$ cat src/rtl/if_prefetch_stage.sv
// Instruction-fetch stage: sequential request/grant fetching into a DEPTH-entry prefetch FIFO.
// Redirects flush the FIFO and discard responses for requests issued before the redirect.
module if_prefetch_stage #(
  parameter int                XLEN     = 32,
  parameter int                DEPTH    = 4,
  parameter logic [XLEN-1:0]   RESET_PC = '0,
  parameter logic [XLEN-1:0]   NOP_INST = 32'h0000_0013
) (
  input  logic            clk,
  input  logic            rst_n,
  input  logic            if_valid,
  input  logic            jump2exp,
  input  logic [XLEN-1:0] meh_addr,
  input  logic            ex_is_mret_inst,
  input  logic [XLEN-1:0] mret_addr,
  input  logic            bj_flag,
  input  logic [XLEN-1:0] bj_addr,
  input  logic            pipe_stall,
  output logic            ibus_req,
  output logic [XLEN-1:0] ibus_addr,
  input  logic            ibus_gnt,
  input  logic            ibus_rvalid,
  input  logic [XLEN-1:0] ibus_rdata,
  output logic            if_out_valid,
  output logic [XLEN-1:0] if_pc,
  output logic [XLEN-1:0] if_inst,
  output logic            if_exp_flag,
  output logic            if_inst_addr_misal
);
  localparam int AW = $clog2(DEPTH);
  localparam int CW = AW + 1;
  localparam logic [CW:0] CAP = (CW+1)'(DEPTH);

  typedef enum logic [1:0] {S_FETCH, S_MISAL, S_HALT} state_t;

  state_t            r_state, w_state_nxt;
  logic [XLEN-1:0]   r_fetch_pc;
  logic [CW-1:0]     r_out, r_disc, r_cnt, w_out_nxt;
  logic [AW-1:0]     r_rd, r_wr, r_pcq_rd, r_pcq_wr;

  logic [XLEN-1:0]   r_f_pc   [DEPTH];
  logic [XLEN-1:0]   r_f_inst [DEPTH];
  logic              r_f_exp  [DEPTH];
  logic              r_f_mis  [DEPTH];
  logic [XLEN-1:0]   r_pcq    [DEPTH];

  logic              w_redirect, w_misal_tgt, w_fire, w_push, w_pop;
  logic [XLEN-1:0]   w_target;
  logic              w_wr_en, w_wr_exp;
  logic [AW-1:0]     w_wr_idx;
  logic [XLEN-1:0]   w_wr_pc, w_wr_inst;

  assign w_redirect  = jump2exp | ex_is_mret_inst | bj_flag;
  assign w_target    = jump2exp ? meh_addr : (ex_is_mret_inst ? mret_addr : bj_addr);
  assign w_misal_tgt = |w_target[1:0];

  // Outstanding count includes requests whose responses will be discarded.
  assign ibus_req  = rst_n & (r_state == S_FETCH) & if_valid & ~w_redirect &
                     (({1'b0, r_out} + {1'b0, r_cnt}) < CAP);
  assign ibus_addr = r_fetch_pc;
  assign w_fire    = ibus_req & ibus_gnt;
  assign w_push    = ibus_rvalid & ~w_redirect & (r_disc == '0);
  assign w_pop     = if_out_valid & ~pipe_stall & ~w_redirect;
  assign w_out_nxt = r_out + CW'(w_fire) - CW'(ibus_rvalid);

  always_comb begin
    w_state_nxt = r_state;
    if (w_redirect) begin
      w_state_nxt = w_misal_tgt ? S_MISAL : S_FETCH;
    end else begin
      case (r_state)
        S_FETCH: if (!if_valid) w_state_nxt = S_HALT;
        S_HALT:  if (if_valid)  w_state_nxt = S_FETCH;
        default: w_state_nxt = r_state;
      endcase
    end
  end

  always_ff @(posedge clk) begin
    if (!rst_n) r_state <= S_FETCH;
    else        r_state <= w_state_nxt;
  end

  // Fetch PC, outstanding and discard counters, PC queue pointers.
  always_ff @(posedge clk) begin
    if (!rst_n) begin
      r_fetch_pc <= RESET_PC;
      r_out      <= '0;
      r_disc     <= '0;
      r_pcq_rd   <= '0;
      r_pcq_wr   <= '0;
    end else begin
      r_out <= w_out_nxt;
      if (w_redirect) begin
        r_fetch_pc <= w_target;
        r_disc     <= w_out_nxt;
        r_pcq_rd   <= '0;
        r_pcq_wr   <= '0;
      end else begin
        if (w_fire) begin
          r_fetch_pc <= r_fetch_pc + XLEN'(4);
          r_pcq_wr   <= r_pcq_wr + AW'(1);
        end
        if (ibus_rvalid && r_disc != '0) r_disc <= r_disc - CW'(1);
        if (w_push) r_pcq_rd <= r_pcq_rd + AW'(1);
      end
    end
  end

  always_ff @(posedge clk) begin
    if (w_fire) r_pcq[r_pcq_wr] <= r_fetch_pc;
  end

  // A misaligned redirect writes its exception entry into slot 0 of the flushed FIFO.
  always_comb begin
    w_wr_en   = 1'b0;
    w_wr_idx  = r_wr;
    w_wr_pc   = r_pcq[r_pcq_rd];
    w_wr_inst = ibus_rdata;
    w_wr_exp  = 1'b0;
    if (w_redirect) begin
      w_wr_en   = w_misal_tgt;
      w_wr_idx  = '0;
      w_wr_pc   = w_target;
      w_wr_inst = NOP_INST;
      w_wr_exp  = 1'b1;
    end else if (w_push) begin
      w_wr_en = 1'b1;
    end
  end

  always_ff @(posedge clk) begin
    if (w_wr_en) begin
      r_f_pc[w_wr_idx]   <= w_wr_pc;
      r_f_inst[w_wr_idx] <= w_wr_inst;
      r_f_exp[w_wr_idx]  <= w_wr_exp;
      r_f_mis[w_wr_idx]  <= w_wr_exp;
    end
  end

  always_ff @(posedge clk) begin
    if (!rst_n) begin
      r_rd  <= '0;
      r_wr  <= '0;
      r_cnt <= '0;
    end else if (w_redirect) begin
      r_rd  <= '0;
      r_wr  <= w_misal_tgt ? AW'(1) : '0;
      r_cnt <= w_misal_tgt ? CW'(1) : '0;
    end else begin
      if (w_push) r_wr <= r_wr + AW'(1);
      if (w_pop)  r_rd <= r_rd + AW'(1);
      r_cnt <= r_cnt + CW'(w_push) - CW'(w_pop);
    end
  end

  assign if_out_valid       = (r_cnt != '0);
  assign if_pc              = if_out_valid ? r_f_pc[r_rd]   : '0;
  assign if_inst            = if_out_valid ? r_f_inst[r_rd] : '0;
  assign if_exp_flag        = if_out_valid & r_f_exp[r_rd];
  assign if_inst_addr_misal = if_out_valid & r_f_mis[r_rd];

endmodule

$ cat config.mk
export PLATFORM = sky130hd
export DESIGN_NAME = if_prefetch_stage
export DESIGN_NICKNAME = d
export VERILOG_FILES = /design/src/rtl/if_prefetch_stage.sv
export SDC_FILE = /design/constraint.sdc
export NUM_CORES = 1
export LEC_CHECK = 0
export CORE_MARGIN = 2
export CORE_UTILIZATION = 50
export DETAILED_ROUTE_END_ITERATION = 10
export GPL_TIMING_DRIVEN = 0
export PLACE_DENSITY = 0.78
export SYNTH_ARGS = -nofsm -noshare
export SYNTH_HDL_FRONTEND = slang
export SYNTH_SLANG_ARGS = --single-unit
$ cat constraint.sdc
create_clock -name clk -period 10.4 [get_ports clk]
set_clock_uncertainty 0.15 [all_clocks]
set_input_delay 3.12 -clock clk [delete_from_list [all_inputs] [get_ports clk]]
set_output_delay 3.12 -clock clk [all_outputs]
set_load 0.01 [all_outputs]
==> metrics.md <==
| Metric | Value |
|---|---|
| Fin util | 63.4% |
| Final-report setup violation count | 0 |
| Yosys cell types | 66 |
| Initial DRC count | 932 |
| Clk sinks | 443 |
| Post-synthesis adder-cell area fraction | 1.08% |
| Routability congestion estimate | 0.943 |
| Synthesized Nets | 1342 |
| Reg-to-reg startpoint | r_out[2] |
| Chip Height | 197 um |
| Post_cts resized | 0 |
| CTS tree | done |
| Vias in the first global route | 11800 |
| Pin count of the biggest net entering global routing | 51 |
| WL per Instance | 23.9 um |
| Min-Delay Path Class | reg -> reg |
| IO Port Bufs | 233 |
| Core area | 36700 um^2 |
| Placement Cell Area | 21800 um^2 |
| DIE WIDTH | 197 um |
| Final period utilization | 83.2% |
| Async SR Flop Fraction | 0% |
| Post-DR vias/cell | 5.97 |
| GR Util All Layers | 24.5% |
| Slew Limit Fails | 7 |
| Unrepaired setup endpoints after global routing | false |
| Vias | 11800 |
| Synth Register Bits | 443 |
| Synthesized area | 18700 um^2 |
| Layout area overhead | 24.5% |
| DPL Wire Length | 32.8 mm |
| Total grt overflow | 0 |
| FMAX | 116 MHz |
| Fin. Hold Viols | 0 |
| Seq/Total Area, Yosys | 68.2% |
| Ranking of synthesized cells by area | edfxtp_1 62%, mux4_2 12%, dfxtp_1 5.9% |
| Initial Utilization | 50.9% |
| Status | complete, but fails checks |
| Crit end category | output port |
| Critical path class | in -> out |
| CTS root buffer | clkbuf_16 |
| WHS | 0.350 ns |
| Number of setup buffers added after CTS | 0 |
| Row count | 70 |
| Startpoint types | input port |
| Critical Path Sink | ibus_req |
| Clk slew on worst S/H paths | 0.07 ns |
| Final instance area | 23300 um^2 |
| Drt pass-1 iters | 6 |
| Initial antenna violation count | 0 |
| Cts bufs inserted | 44 |
| Num ports | 237 |
| Layout cells sized above 1 | 13.9% |
| WL final | 47.3 mm |
| Layout Nets | 1632 |
| Largest area contributor in the netlist | edfxtp_1 |
| Critical Path Fanout Max | 4 |
| Number of enable flip-flop cells after synthesis | 388 |
| Pwr Density | 171 nW/um^2 |
| Combinational family with the most area after synthesis | multiplexers |
| Worst-Margin Slew | 1.57 ns |
| Worst Path Arrival | 5.38 ns |
| Max rail drop VDD | 106 uV |
| Compound-cell area share of the yosys netlist | 5.86% |
| Post-synth top flop | edfxtp_1 |
| Xor and xnor area share after synthesis | 0.562% |
| Setup TNS | 0 ns |
| Failing checks | max-capacitance violations, max-slew violations |
| Hold buffer count at cts | 0 |
| Crit path required time | 7.13 ns |
| Reg2Reg Depth | 12 |
| Residual DRC | 0 |
| LEAKAGE | 7.80 nW |
| First-pass GRT wire length | 71.3 mm |
| Post-DRT Antenna Nets | 0 |
| Antenna diodes | 0 |
| Syn Inst Count | 1190 |
| Flop2flop setup slack | 6.44 ns |
| Top cell type's share of synthesized area | 62.4% |
| Bufs on Longest Clock Path | 3 |
| Post-route minimum period | 8.65 ns |
| Synth warn | 0 |
| Critical Path Start | ex_is_mret_inst |
| Die area | 38900 um^2 |
| Simple-Gate Fraction of Synth Area | 10.5% |
| Max-Cap Viols | 1 |
| Rel. slew slack | -5.47% |
| Reg-to-Reg End | r_disc[2] |
| Post-Syn Area per Cell | 15.7 um^2 |
| Mux share of post-synthesis cell area | 11.7% |
| Clock Latency Late Sink | 0.54 ns |
| CTS H-tree depth | 2 |
[registers in the layout (all words and copies together), names as in the netlist, named ones only]
| register | flops |
|---|---|
| r_f_inst | 128 |
| r_f_pc | 128 |
| r_pcq | 128 |
| ibus_addr | 32 |
| r_f_mis | 4 |
| r_cnt | 3 |
| r_disc | 3 |
| r_out | 3 |
| r_pcq_rd | 2 |
| r_pcq_wr | 2 |
| r_rd | 2 |
| r_state | 2 |
| r_wr | 2 |
[area by class of cell]
| type | count | area [um^2] |
|---|---|---|
| Tap cell | 468 | 586 |
| Timing Repair Buffer | 244 | 2510 |
| Buffer | 67 | 265 |
| Clock buffer | 59 | 1240 |
| Fill cell | 2639 | 13400 |
| Inverter | 30 | 113 |
| Clock inverter | 21 | 214 |
| Sequential cell | 443 | 12800 |
| Multi-Input combinational cell | 650 | 5590 |
[layout by cell type, fill, tap and decap left out, types with 13 or more instances in the layout]
cell	synthesis	final
mux4_2	97	97
dfxtp_1	55	55
nor2_1	32	31
ha_1	13	13
edfxtp_1	388	388
a21o_1	16	16
inv_1	28	28
nand3b_1	19	19
o21ai_0	37	37
nor4_1	13	13
clkbuf_1	49	58
nand2_1	93	93
a21oi_1	72	72
clkbuf_16	0	46
nor3_1	15	15
and2_1	107	103
buf_1	14	14
clkdlybuf4s50_1	0	233
[logic make-up (layout without fill, tap and decap cells)]
| logic type | count (synthesis) | in the layout |
|---|---|---|
| flip-flops | 443 | 443 |
| AND/OR/NAND/NOR | 349 | 349 |
| XOR/XNOR | 12 | 12 |
| adder cells (fa/ha/maj) | 15 | 15 |
| multiplexers | 98 | 98 |
| AO/OA/AOI/OAI | 176 | 176 |
| buffers and inverters | 97 | 421 |
[how the worst min path moves through the flow]
stage                     slack, ns           to         from  cells past startpoint
after CTS                      0.35  r_pcq_wr[1]  r_pcq_wr[1]                      2
after detailed placement       0.34  r_pcq_wr[1]  r_pcq_wr[1]                      2
after floorplan                0.31   r_state[0]   r_state[0]                      2
after global placement         0.33  r_pcq_wr[1]  r_pcq_wr[1]                      2
after global routing           0.37  r_pcq_wr[1]  r_pcq_wr[1]                      2
final                          0.35  r_pcq_wr[1]  r_pcq_wr[1]                      2
[where the power goes]
part	total, mW	internal (mW)	switching [mW]
Sequential	2.02	1.99	0.0365
Clock	1.59	0.938	0.651
Combinational	0.362	0.180	0.181
[Yosys cell counts (5+ instances only)]
cell type	number
edfxtp_1	388
and2_1	107
mux4_2	97
nand2_1	93
a21oi_1	72
dfxtp_1	55
clkbuf_1	49
o21ai_0	37
nor2_1	32
inv_1	28
nand3b_1	19
a21o_1	16
nor3_1	15
buf_1	14
ha_1	13
nor4_1	13
and3b_1	11
nand4_1	11
a31oi_1	10
xnor2_1	8
nand3_1	7
and3_1	6
o211a_1	5
o221a_2	5
[metal layers]
layer	GRT usage (%)	vias to the layer above	routed length, um
li1	-	5207	-
met1	33.1	5889	18900
met2	39.7	619	22600
met3	5.48	119	4310
met4	8.60	0	1500
met5	0	-	0
[through the flow]
step | worst slack, ns | cells | total power [mW]
after floorplan | 0.786 | 1190 | 2.22
after global placement | -3.91 | 1891 | 2.41
after detailed placement | 1.78 | 1902 | 2.42
after CTS | 1.76 | 1982 | 4.00
after global routing | 1.71 | 1982 | 4.09
final | 1.75 | 1982 | 3.98
[critical path, stage by stage]
cell,delay [ns]
clkdlybuf4s50_1,0.46
or4b_2,0.80
nor3_1,0.39
clkdlybuf4s50_1,0.61
Note: power is estimated with default switching activity, not from simulation.
